`src/rtl/lc3_operand_regfile.sv`:
```
// lc3_operand_regfile
//   LC-3 general-purpose register file (R0-R7) with the SR2MUX operand
//   select stage that feeds the ALU, plus the N/Z/P condition-code register.
//
//   Ports:
//     clk, reset          - system clock; synchronous active-high reset
//     sr1, sr2            - source register indices for OPA / OPB
//     imm5, sr2mux_sel    - immediate field and OPB source select (1 = imm5)
//     rd_en               - capture operands into the OPA/OPB latches
//     ld_reg, dr, bus_in  - single write port from the processor bus
//     ld_cc               - update N/Z/P from bus_in
//     opa, opb, op_valid  - registered ALU operands and one-cycle valid pulse
//     n, z, p             - registered condition codes
//
//   Parameters:
//     BYPASS   - 1: a same-cycle write to a register being read is forwarded
//                into the operand latch; 0: the latch sees the pre-write value
//     CC_RESET - {n,z,p} after reset
module lc3_operand_regfile #(
   parameter bit         BYPASS   = 1'b1,
   parameter logic [2:0] CC_RESET = 3'b010
) (
   input  logic        clk,
   input  logic        reset,
   input  logic [2:0]  sr1,
   input  logic [2:0]  sr2,
   input  logic [4:0]  imm5,
   input  logic        sr2mux_sel,
   input  logic        rd_en,
   input  logic        ld_reg,
   input  logic [2:0]  dr,
   input  logic [15:0] bus_in,
   input  logic        ld_cc,
   output logic [15:0] opa,
   output logic [15:0] opb,
   output logic        op_valid,
   output logic        n,
   output logic        z,
   output logic        p
);

   logic [15:0] regs_q [0:7];
   logic [15:0] regs_d [0:7];
   logic [15:0] opa_q, opa_d;
   logic [15:0] opb_q, opb_d;
   logic        op_valid_q, op_valid_d;
   logic [2:0]  cc_q, cc_d;

   logic [15:0] src_a_s;
   logic [15:0] src_b_s;

   // Sign-extend the 5-bit immediate to the 16-bit datapath width.
   function automatic logic [15:0] sext_imm5(input logic [4:0] imm);
      return {{11{imm[4]}}, imm};
   endfunction

   // Derive the one-hot {n,z,p} code for a 16-bit two's-complement value.
   function automatic logic [2:0] cc_of(input logic [15:0] val);
      logic is_zero;
      is_zero = (val == 16'h0000);
      return {val[15], is_zero, ~val[15] & ~is_zero};
   endfunction

   // Register array next-state: single write port.
   always_comb begin
      regs_d = regs_q;
      if (ld_reg) begin
         regs_d[dr] = bus_in;
      end else begin
         regs_d[dr] = regs_q[dr];
      end
   end

   // Operand source selection, with optional forwarding of the in-flight write
   // so a read in the same cycle as a write sees the new value.
   always_comb begin
      if (BYPASS && ld_reg && (dr == sr1)) begin
         src_a_s = bus_in;
      end else begin
         src_a_s = regs_q[sr1];
      end
      if (sr2mux_sel) begin
         src_b_s = sext_imm5(imm5);
      end else if (BYPASS && ld_reg && (dr == sr2)) begin
         src_b_s = bus_in;
      end else begin
         src_b_s = regs_q[sr2];
      end
   end

   // Operand latch, valid pulse and condition-code next-state.
   always_comb begin
      op_valid_d = rd_en;
      if (rd_en) begin
         opa_d = src_a_s;
         opb_d = src_b_s;
      end else begin
         opa_d = opa_q;
         opb_d = opb_q;
      end
      if (ld_cc) begin
         cc_d = cc_of(bus_in);
      end else begin
         cc_d = cc_q;
      end
   end

   // State registers; reset overrides every load enable in the same cycle.
   always_ff @(posedge clk) begin
      if (reset) begin
         for (int i = 0; i < 8; i++) begin
            regs_q[i] <= 16'h0000;
         end
         opa_q      <= 16'h0000;
         opb_q      <= 16'h0000;
         op_valid_q <= 1'b0;
         cc_q       <= CC_RESET;
      end else begin
         regs_q     <= regs_d;
         opa_q      <= opa_d;
         opb_q      <= opb_d;
         op_valid_q <= op_valid_d;
         cc_q       <= cc_d;
      end
   end

   assign opa      = opa_q;
   assign opb      = opb_q;
   assign op_valid = op_valid_q;
   assign n        = cc_q[2];
   assign z        = cc_q[1];
   assign p        = cc_q[0];

endmodule
```
`config.mk`:
```
export PLATFORM = sky130hd
export DESIGN_NAME = lc3_operand_regfile
export DESIGN_NICKNAME = d
export VERILOG_FILES = /design/src/rtl/lc3_operand_regfile.sv
export SDC_FILE = /design/constraint.sdc
export NUM_CORES = 1
export LEC_CHECK = 0
export CORE_MARGIN = 2
export CORE_UTILIZATION = 25
export CTS_CLUSTER_SIZE = 14
export DETAILED_ROUTE_END_ITERATION = 8
export GPL_ROUTABILITY_DRIVEN = 0
export PLACE_DENSITY = 0.41
export SLEW_MARGIN = 0
export SYNTH_ARGS = -nofsm -noshare
export SYNTH_HDL_FRONTEND = slang
export SYNTH_SLANG_ARGS = --single-unit
```
`constraint.sdc`:
```
create_clock -name clk -period 3.05 [get_ports clk]
set_clock_uncertainty 0.2 [all_clocks]
set_input_delay 0.305 -clock clk [delete_from_list [all_inputs] [get_ports clk]]
set_output_delay 0.305 -clock clk [all_outputs]
set_load 0.005 [all_outputs]
```
# ---- After elaboration in Yosys (flattened, before gate mapping)
# Index checks and enable logic that the tools add are counted.
# W data, S select, Z words.
dict set report word_totals {
  reg_bits 164
  elab_cells 45
  out_inout_bits 36
}
dict set report classes {
  bitwise_logic 6
  eq_ne 2
  reduce_logical 4
  mux 17
  order_cmp 4
}
# op n
set ops {}
lappend ops {{$bwmux W128} 2}
lappend ops {{$mux W16} 10}
lappend ops {{$bmux W16 S3} 3}
lappend ops {{$mux W128} 1}
lappend ops {{$demux W16 S3} 1}
lappend ops {{$logic_not A16 Y1} 1}
lappend ops {{$ge A4 B4 Y1 const B} 3}
lappend ops {{$not A3 Y4} 3}
lappend ops {{$eq A3 B3 Y1} 2}
lappend ops {{$lt A4 B1 Y1 const B} 1}
lappend ops {{$logic_and A1 B1 Y1} 3}
lappend ops {{$not A1 Y1} 2}
lappend ops {{$and A1 B1 Y1} 1}

# ---- Logic depth before layout (Yosys ltp)
# Gate-level depths: netlist (run 1).
dict set report depth {
  ltp_word 7
  ltp_mapped 9
  mapped_depth_nobuf 5
}

# ---- Worst setup path after synthesis (run 1)
# OpenSTA, ideal clock, no wires.
dict set report synth_timing {
  kind {input to register}
  start {input port sr2[2]}
  end {register opb_q[0], in the netlist opb[0]}
  path_buffers 2
  setup_ns 0.131
  path_stages 5
  arrival_time_ns 1.609
  slack_ns 1.110
  path_cell_list {buf_2 > buf_2 > mux2_2 > a2111oi_0 > nor3_1}
}
dict set report synth_between {
  elab_chain_cells 6
  word_cells_on_any_way 8
}
# item line_no
set synth_lines {}
lappend synth_lines {{start, declared} 26} ;# input logic [2:0] sr2,
lappend synth_lines {{$not A3 Y4 (not written as such)} 87} ;# src_b_s = regs_q[sr2];
lappend synth_lines {{$bmux W16 S3} 87}
lappend synth_lines {{$mux W16 (not written as such) (2 in series)} 87}
lappend synth_lines {{$mux W16 *} 84} ;# end else if (BYPASS && ld_reg && (dr == sr2)) begin
lappend synth_lines {{$mux W16 *} 82} ;# if (sr2mux_sel) begin
lappend synth_lines {{end signal, assigned} 121} ;# opb_q <= opb_d;
lappend synth_lines {{end, declared} 45} ;# logic [15:0] opb_q, opb_d;
# Every way passes the cells marked *; elsewhere a longest branch is shown, timed or not. The select of a mux whose other input is x is not followed.
# A chain may end at the register's enable or synchronous reset.

# ---- Worst setup path in the final report (run 1)
dict set report layout_timing {
  start {input port sr2[1]}
  end {register opb_q[0], in the netlist opb[0]}
}
# The elaborated chain is that of the path after synthesis.

==> impl_metrics.csv, run 1 <==
group,metric,value,unit
run_status,outcome,"complete, no violations",
floorplanning,coreArea,0.0357,sq mm
min_path,holdPathEnd,"cc_q[2]",
placement,post-dp-hpwl,24700,um
global_routing,first_global_vias,7800,
sta,holdWs,0.162,ns
sta,setup_viol,0,
floorplanning,start_util,25.5,%
pwr,power_density,508,mW/mm^2
clock_network,cts_tree,"built",
logic_synthesis,syn_area,0.00909,sq mm
setup_path,crit_type,"input port to flip-flop",
logic_synthesis,synth_edf_count,0,
route,first_pass_iters,5,
placement,io_buffers,71,
cells_and_area,n_antenna_cell,0,
sta,slew_violations,0,
setup_path,critPathCaptureType,"flip-flop",
clock_network,clk_pin_slew,0.06,ns
setup_path,cp.buffers_inverters,2,
global_routing,grt_max_degree,53,
setup_path,critPathTopFamily,"buffers and inverters",
floorplanning,die_y,195,um
logic_synthesis,netlist_top_cells_area,"dfxtp_1 (36%), mux4_2 (16%), o21ai_0 (6.3%)",
clock_network,cts.sinks,164,
logic_synthesis,synth-seq-area-share,36.1,%
sta,rsz0062_at_grt,"no",
clock_network,clk_latency,0.43,ns
placement,dpl_cell_area,0.0104,sq mm
job,drv_cap,0,
setup_path,start_kind,"input port",
logic_synthesis,synth_top_area_share,36.1,%
floorplanning,pin_count,72,
logic_synthesis,synth_nets,972,
logic_synthesis,synthCells,936,
setup_path,timing.rr.end,"opb[0]",
sta,slew_headroom,43.1,%
cells_and_area,nNetsFinal,1029,
clock_network,ctsHoldBuffers,0,
global_routing,grtUsageMet3,3.66,%
setup_path,crit_path_cell_trace,"clkdlybuf4s50_1 -> buf_4 -> mux4_2 -> mux2_2 -> a2111oi_0 -> nor3_1",
min_path,hold_depth,3,
cells_and_area,regArea,0.00328,sq mm
setup_path,required,3.16,ns
clock_network,cts-root-buf,"clkbuf_16",
route,vias,8029,
global_routing,grt_usage,18.8,%
setup_path,arrival,2.37,ns
clock_network,cts_resized,0,
global_routing,grt_util_met1,26.6,%
sta,fin_ws,0.789,ns
setup_path,worst_path_max_delay_cell,"clkdlybuf4s50_1",
clock_network,cts_made_buffers,17,
logic_synthesis,ys_warn_count,0,
floorplanning,die_x,195,um
min_path,hold_start,"reset",
logic_synthesis,ys_ff_latch,164,
cells_and_area,finalInstanceArea,0.0110,sq mm
cells_and_area,fill_cells,3689,
sta,period_minus_slack,2.26,ns
sta,timing.final.crit_share,74.1,%
logic_synthesis,synth_cell_type_count,67,
sta,max_clock_freq,442,MHz
floorplanning,die_area,0.0379,sq mm
setup_path,ff2ff_path_depth,4,
clock_network,postCtsSetupRepairBufs,0,
cells_and_area,drive_gt1_share,20.8,%
route,ant_nets,0,
min_path,hold_path_class,"input port to flip-flop",
global_routing,grt-ovfl-total,0,
global_routing,grt_pass1_wl,53200,um
setup_path,cp_slowest_stage_delay,0.61,ns
sta,tns,0,ns
route,post_drt_wl_per_cell,23.9,um
clock_network,clock_path_buffers,2,
global_routing,grt_busiest_layer,"met2",
cells_and_area,multi_input_area,0.00528,sq mm
logic_synthesis,yosysTopAreaCell,"dfxtp_1",
logic_synthesis,ys_async_sr_fraction,0,%
setup_path,reg2reg_from,"regs_q[0]",
logic_synthesis,syn_avg_cell_area,9.71,sq um
sta,hold_viol_final,0,
placement,dp_worst_setup_slack,0.337,ns
route,drc,0,
route,drtIter0Drc,676,
global_routing,antenna_found_initial,1,
floorplanning,rows,69,
route,via_per_inst,5.47,
pwr,p_total,5.61,mW
cells_and_area,area.growth.synth_to_final,21.4,%
pwr,p_leak,3.90,nW
global_routing,use_met2,29.1,%
clock_network,h-tree-depth,4,
pwr,ir_worst_vdd,0.265,mV
sta,worst_slew_pin_slew,0.852,ns
logic_synthesis,synthFlopType,"dfxtp_1",
setup_path,rrSetupSlack,1.11,ns
route,drt_wl_total,35000,um
setup_path,critical_path.max_fanout,11,
layout by cell type, fill, tap and decap left out, types with 4 or more instances in the layout:
cell               n
a21oi_1           47
a221o_1            4
a221oi_1           8
a22oi_1           29
a31oi_1            4
and3_1             6
buf_12             6
buf_2              9
buf_4             55
bufinv_16          5
clkbuf_16         17
clkdlybuf4s50_1   62
clkinv_4           5
dfxtp_1          164
inv_1              6
mux2_2            23
mux2i_1           54
mux4_2            66
nand2_1           41
nand3_1           92
nor2_1            61
nor2b_1            9
nor3_1             5
nor4_1             5
o21ai_0          115
o21ai_1            6
o221ai_1          14
o22ai_1            5
o32ai_1           15
xnor2_1            6
kinds of logic after synthesis:
| group | count (synthesis) | synth area share (%) |
|---|---|---|
| compound gates | 275 | 19.2 |
| simple gates | 245 | 13.1 |
| mux | 143 | 25.1 |
| xor+xnor | 6 | 0.578 |
| buf+inv | 103 | 5.81 |
| flops | 164 | 36.1 |
cell type report:
class                           count  area share, %
Tap cell                          461           5.22
Timing Repair Buffer              132           10.9
Sequential cell                   164           29.7
Clock buffer                       18           3.98
Inverter                            9          0.317
Multi-Input combinational cell    669           47.8
Clock inverter                     14           2.05
tightest hold or removal path, cell delays in order:
cell,delay [ns]
buf_2,0.13
buf_12,0.21
nor2_1,0.12
synthesized netlist by cell type, types with 4 or more instances:
library cell	instances
dfxtp_1	164
o21ai_0	115
nand3_1	92
mux4_2	66
nor2_1	61
mux2i_1	54
a21oi_1	47
nand2_1	41
clkbuf_1	39
buf_2	31
a22oi_1	29
mux2_2	23
o32ai_1	15
o221ai_1	14
nor2b_1	9
a221oi_1	8
buf_1	7
buf_4	7
buf_6	7
and3_1	6
inv_1	6
o21ai_1	6
xnor2_1	6
nor3_1	5
nor4_1	5
o22ai_1	5
a221o_1	4
a31oi_1	4
where the power goes:
| group | leakage (nW) | switching [mW] | total (mW) | internal, mW |
|---|---|---|---|---|
| clock network | 0.317 | 0.974 | 2.46 | 1.49 |
| registers | 1.34 | 0.0858 | 2.32 | 2.23 |
| logic | 2.24 | 0.476 | 0.829 | 0.353 |
worst max-delay path by stage:
stage                       from    endpoint  slack (ns)  cells past startpoint
after floorplan           sr2[2]      opb[0]        1.11                      5
after global routing       dr[2]  regs_q[23]        0.64                      7
after detailed placement  sr2[1]      opb[0]        0.34                      6
after global placement    sr2[1]      opb[0]        0.35                      6
after CTS                 sr2[1]      opb[0]        0.78                      6
final                     sr2[1]      opb[0]        0.79                      6
stage by stage:
| stage | utilization, % | std cells |
|---|---|---|
| floorplan | - | 936 |
| global placement | 29.1 | 1435 |
| detailed placement | 29.1 | 1435 |
| CTS | 31.0 | 1467 |
| global route | 31.0 | 1467 |
| finish | 31.0 | 1467 |
sequential cells by signal, summed over array words and instances (netlist names):
signal    count
regs_q      128
opb          16
opa          16
op_valid      1
cc_q          3
routing by layer:
metal / share of wire, % / wire (um)
met2: 44 / 15600
met4: 1.7 / 593
met3: 6.1 / 2150
met1: 48 / 16700
met5: 0 / 0
No activity file was read; power rests on OpenSTA's default activity.
==> inputs of run 2 (changes only) <==
Settings changed: PLACE_DENSITY 0.41 to 0.42.
Clock period 3.05 ns to 2.04 ns, I/O delays scaled along.
==> run 2 against run 1 <==
Net effect:
- wire length increased by 3.3%
- combinational power increased by 75%
- critical endpoint unchanged
- largest cell class unchanged
- first-iteration DRC count increased by 13%
- worst hold slack got worse by 0.15 ns
- global-route usage increased by 0.60 points
- final area increased by 8.8%
- flip-flop and latch count unchanged
- core utilization increased by 2.7 points
- worst setup slack got worse by 0.68 ns
==> impl_metrics.csv, run 2 (synthesized netlist as in run 1, its figures left out) <==
group,metric,value,unit
placement,dpl_cell_area,0.0114,sq mm
pwr,seqPwrFrac,41.5,%
global_routing,antenna_found_initial,0,
sta,slew_headroom,44.9,%
setup_path,start_kind,"flip-flop",
pwr,power.switching,2.37,mW
route,via_per_inst,5.39,
cells_and_area,largest_register_ffs,128,
cells_and_area,drive_gt1_share,28.1,%
pwr,internal_power,5.98,mW
setup_path,rrSetupSlack,0.10,ns
min_path,hold_depth,3,
clock_network,clock_path_buffers,2,
min_path,hold_path_class,"input port to flip-flop",
route,ant_nets,0,
setup_path,critPathCaptureType,"flip-flop",
global_routing,grt_pass1_wl,54800,um
clock_network,ctsHoldBuffers,0,
floorplanning,start_util,25.5,%
global_routing,grt-ovfl-total,0,
route,post_drt_wl_per_cell,23.0,um
pwr,power_density,696,mW/mm^2
global_routing,grt_max_degree,35,
setup_path,reg2reg_from,"regs_q[64]",
sta,setup_viol,0,
sta,fin_ws,0.104,ns
setup_path,arrival,2.05,ns
cells_and_area,largest-register,"regs_q",
floorplanning,die_x,195,um
min_path,hold_start,"reset",
route,drt_wl_total,36200,um
clock_network,cts-root-buf,"clkbuf_16",
clock_network,h-tree-depth,4,
floorplanning,coreArea,0.0357,sq mm
pwr,ir_worst_vdd,0.488,mV
job,drv_cap,0,
setup_path,ff2ff_path_depth,4,
pwr,comb_power_share,17.4,%
sta,slew_violations,0,
sta,rsz0062_at_grt,"no",
clock_network,clk_latency,0.44,ns
placement,dp_worst_setup_slack,-0.467,ns
floorplanning,rows,69,
cells_and_area,mostFrequentLayoutCells,"dfxtp_1 (164), buf_4 (141), o21ai_0 (115), nand3_1 (92), mux4_2 (66)",
cells_and_area,nNetsFinal,1134,
clock_network,cts.sinks,164,
setup_path,crit_type,"flip-flop to flip-flop",
pwr,swShare,28.4,%
min_path,holdPathEnd,"regs_q[33]",
cells_and_area,final_common_cell,"dfxtp_1",
route,vias,8467,
sta,max_clock_freq,517,MHz
clock_network,cts_tree,"built",
sta,hold_viol_final,0,
sta,period_minus_slack,1.94,ns
placement,post-dp-hpwl,26700,um
sta,worst_slew_pin_slew,0.825,ns
floorplanning,pin_count,72,
setup_path,critical_path.max_fanout,4,
cells_and_area,n_antenna_cell,0,
floorplanning,die_y,195,um
route,drc,0,
floorplanning,die_area,0.0379,sq mm
cells_and_area,area.growth.synth_to_final,32.1,%
global_routing,grt_usage,19.4,%
setup_path,timing.rr.end,"opb[0]",
route,drtIter0Drc,764,
cells_and_area,finalInstanceArea,0.0120,sq mm
pwr,p_clk_share,41.1,%
placement,io_buffers,71,
route,first_pass_iters,5,
global_routing,first_global_vias,8286,
clock_network,cts_made_buffers,17,
run_status,outcome,"complete, no violations",
sta,timing.final.crit_share,94.9,%
pwr,p_leak,4.46,nW
setup_path,required,2.15,ns
clock_network,clk_pin_slew,0.07,ns
-- run 2: cell types whose count changed in the layout (fill, tap and decap cells not counted), moves of 2 or more --
cell        change
clkbuf_1        +2
bufinv_16       -2
buf_12         +19
clkinv_4        -3
buf_4          +86
clkinvlp_4      +2
-- run 2: routing by layer --
layer / vias up / wire [um] / part of all wire, % / global-route usage (%)
met5: - / 0 / 0 / 0
met4: 0 / 323 / 0.89 / 3.87
met3: 19 / 2110 / 5.8 / 3.97
met2: 289 / 16600 / 46 / 31.3
met1: 4230 / 17200 / 47 / 26.8
li1: 3929 / - / - / -
-- run 2: worst max path at each step --
stage	start	slack, ns	end	cells past startpoint
floorplan	sr2[2]	0.20	opb[0]	5
global placement	sr2[1]	-0.43	opb[0]	5
detailed placement	sr2[1]	-0.47	opb[0]	5
CTS	regs_q[64]	0.1	opb[0]	4
global route	regs_q[96]	0.03	opb[0]	4
finish	regs_q[64]	0.10	opb[0]	4
-- run 2: cell type report --
cell class                 count  area (sq um)
sequential                   164          3280
inverter                       9          35.0
tap                          461           577
clock inverter                13           175
clock buffer                  19           433
fill                        3681         23600
multi-input combinational    669          5280
timing repair buffer         237          2220
-- run 2: through the flow --
stage               util, %  total power, mW  TNS (ns)  std cells  hold slack [ns]
floorplan                 -             4.23         0        936            0.149
global placement       32.0             4.98    -10.17       1540            0.259
detailed placement     32.0             4.99    -11.14       1540            0.265
CTS                    33.7             8.41         0       1572          0.00375
global route           33.7             8.68         0       1572           0.0206
finish                 33.7             8.35         0       1572           0.0168
-- run 2: what timing repair did --
| item | in CTS | in global routing |
|---|---|---|
| pin swaps | 0 | 0 |
| gates cloned | 0 | 0 |
| setup endpoints to repair | 1 | 1 |
| resized for setup | 1 | 1 |
| buffers inserted | 0 | 0 |
-- run 2: critical path, cell delays in order, from the launching register on --
cell and delay, ns:
dfxtp_1 0.35, mux4_2 0.47, mux2_2 0.30, a2111oi_1 0.42, nor3_1 0.08
-- run 2: power groups by stage --
stage | logic (mW) | registers [mW] | clock network [mW]
4_1_cts | 1.45 | 3.46 | 3.50
6_report | 1.45 | 3.47 | 3.43
3_3_place_gp | 1.44 | 3.54 | 0
5_1_grt | 1.55 | 3.49 | 3.64
3_5_place_dp | 1.45 | 3.54 | 0
2_1_floorplan | 0.738 | 3.49 | 0
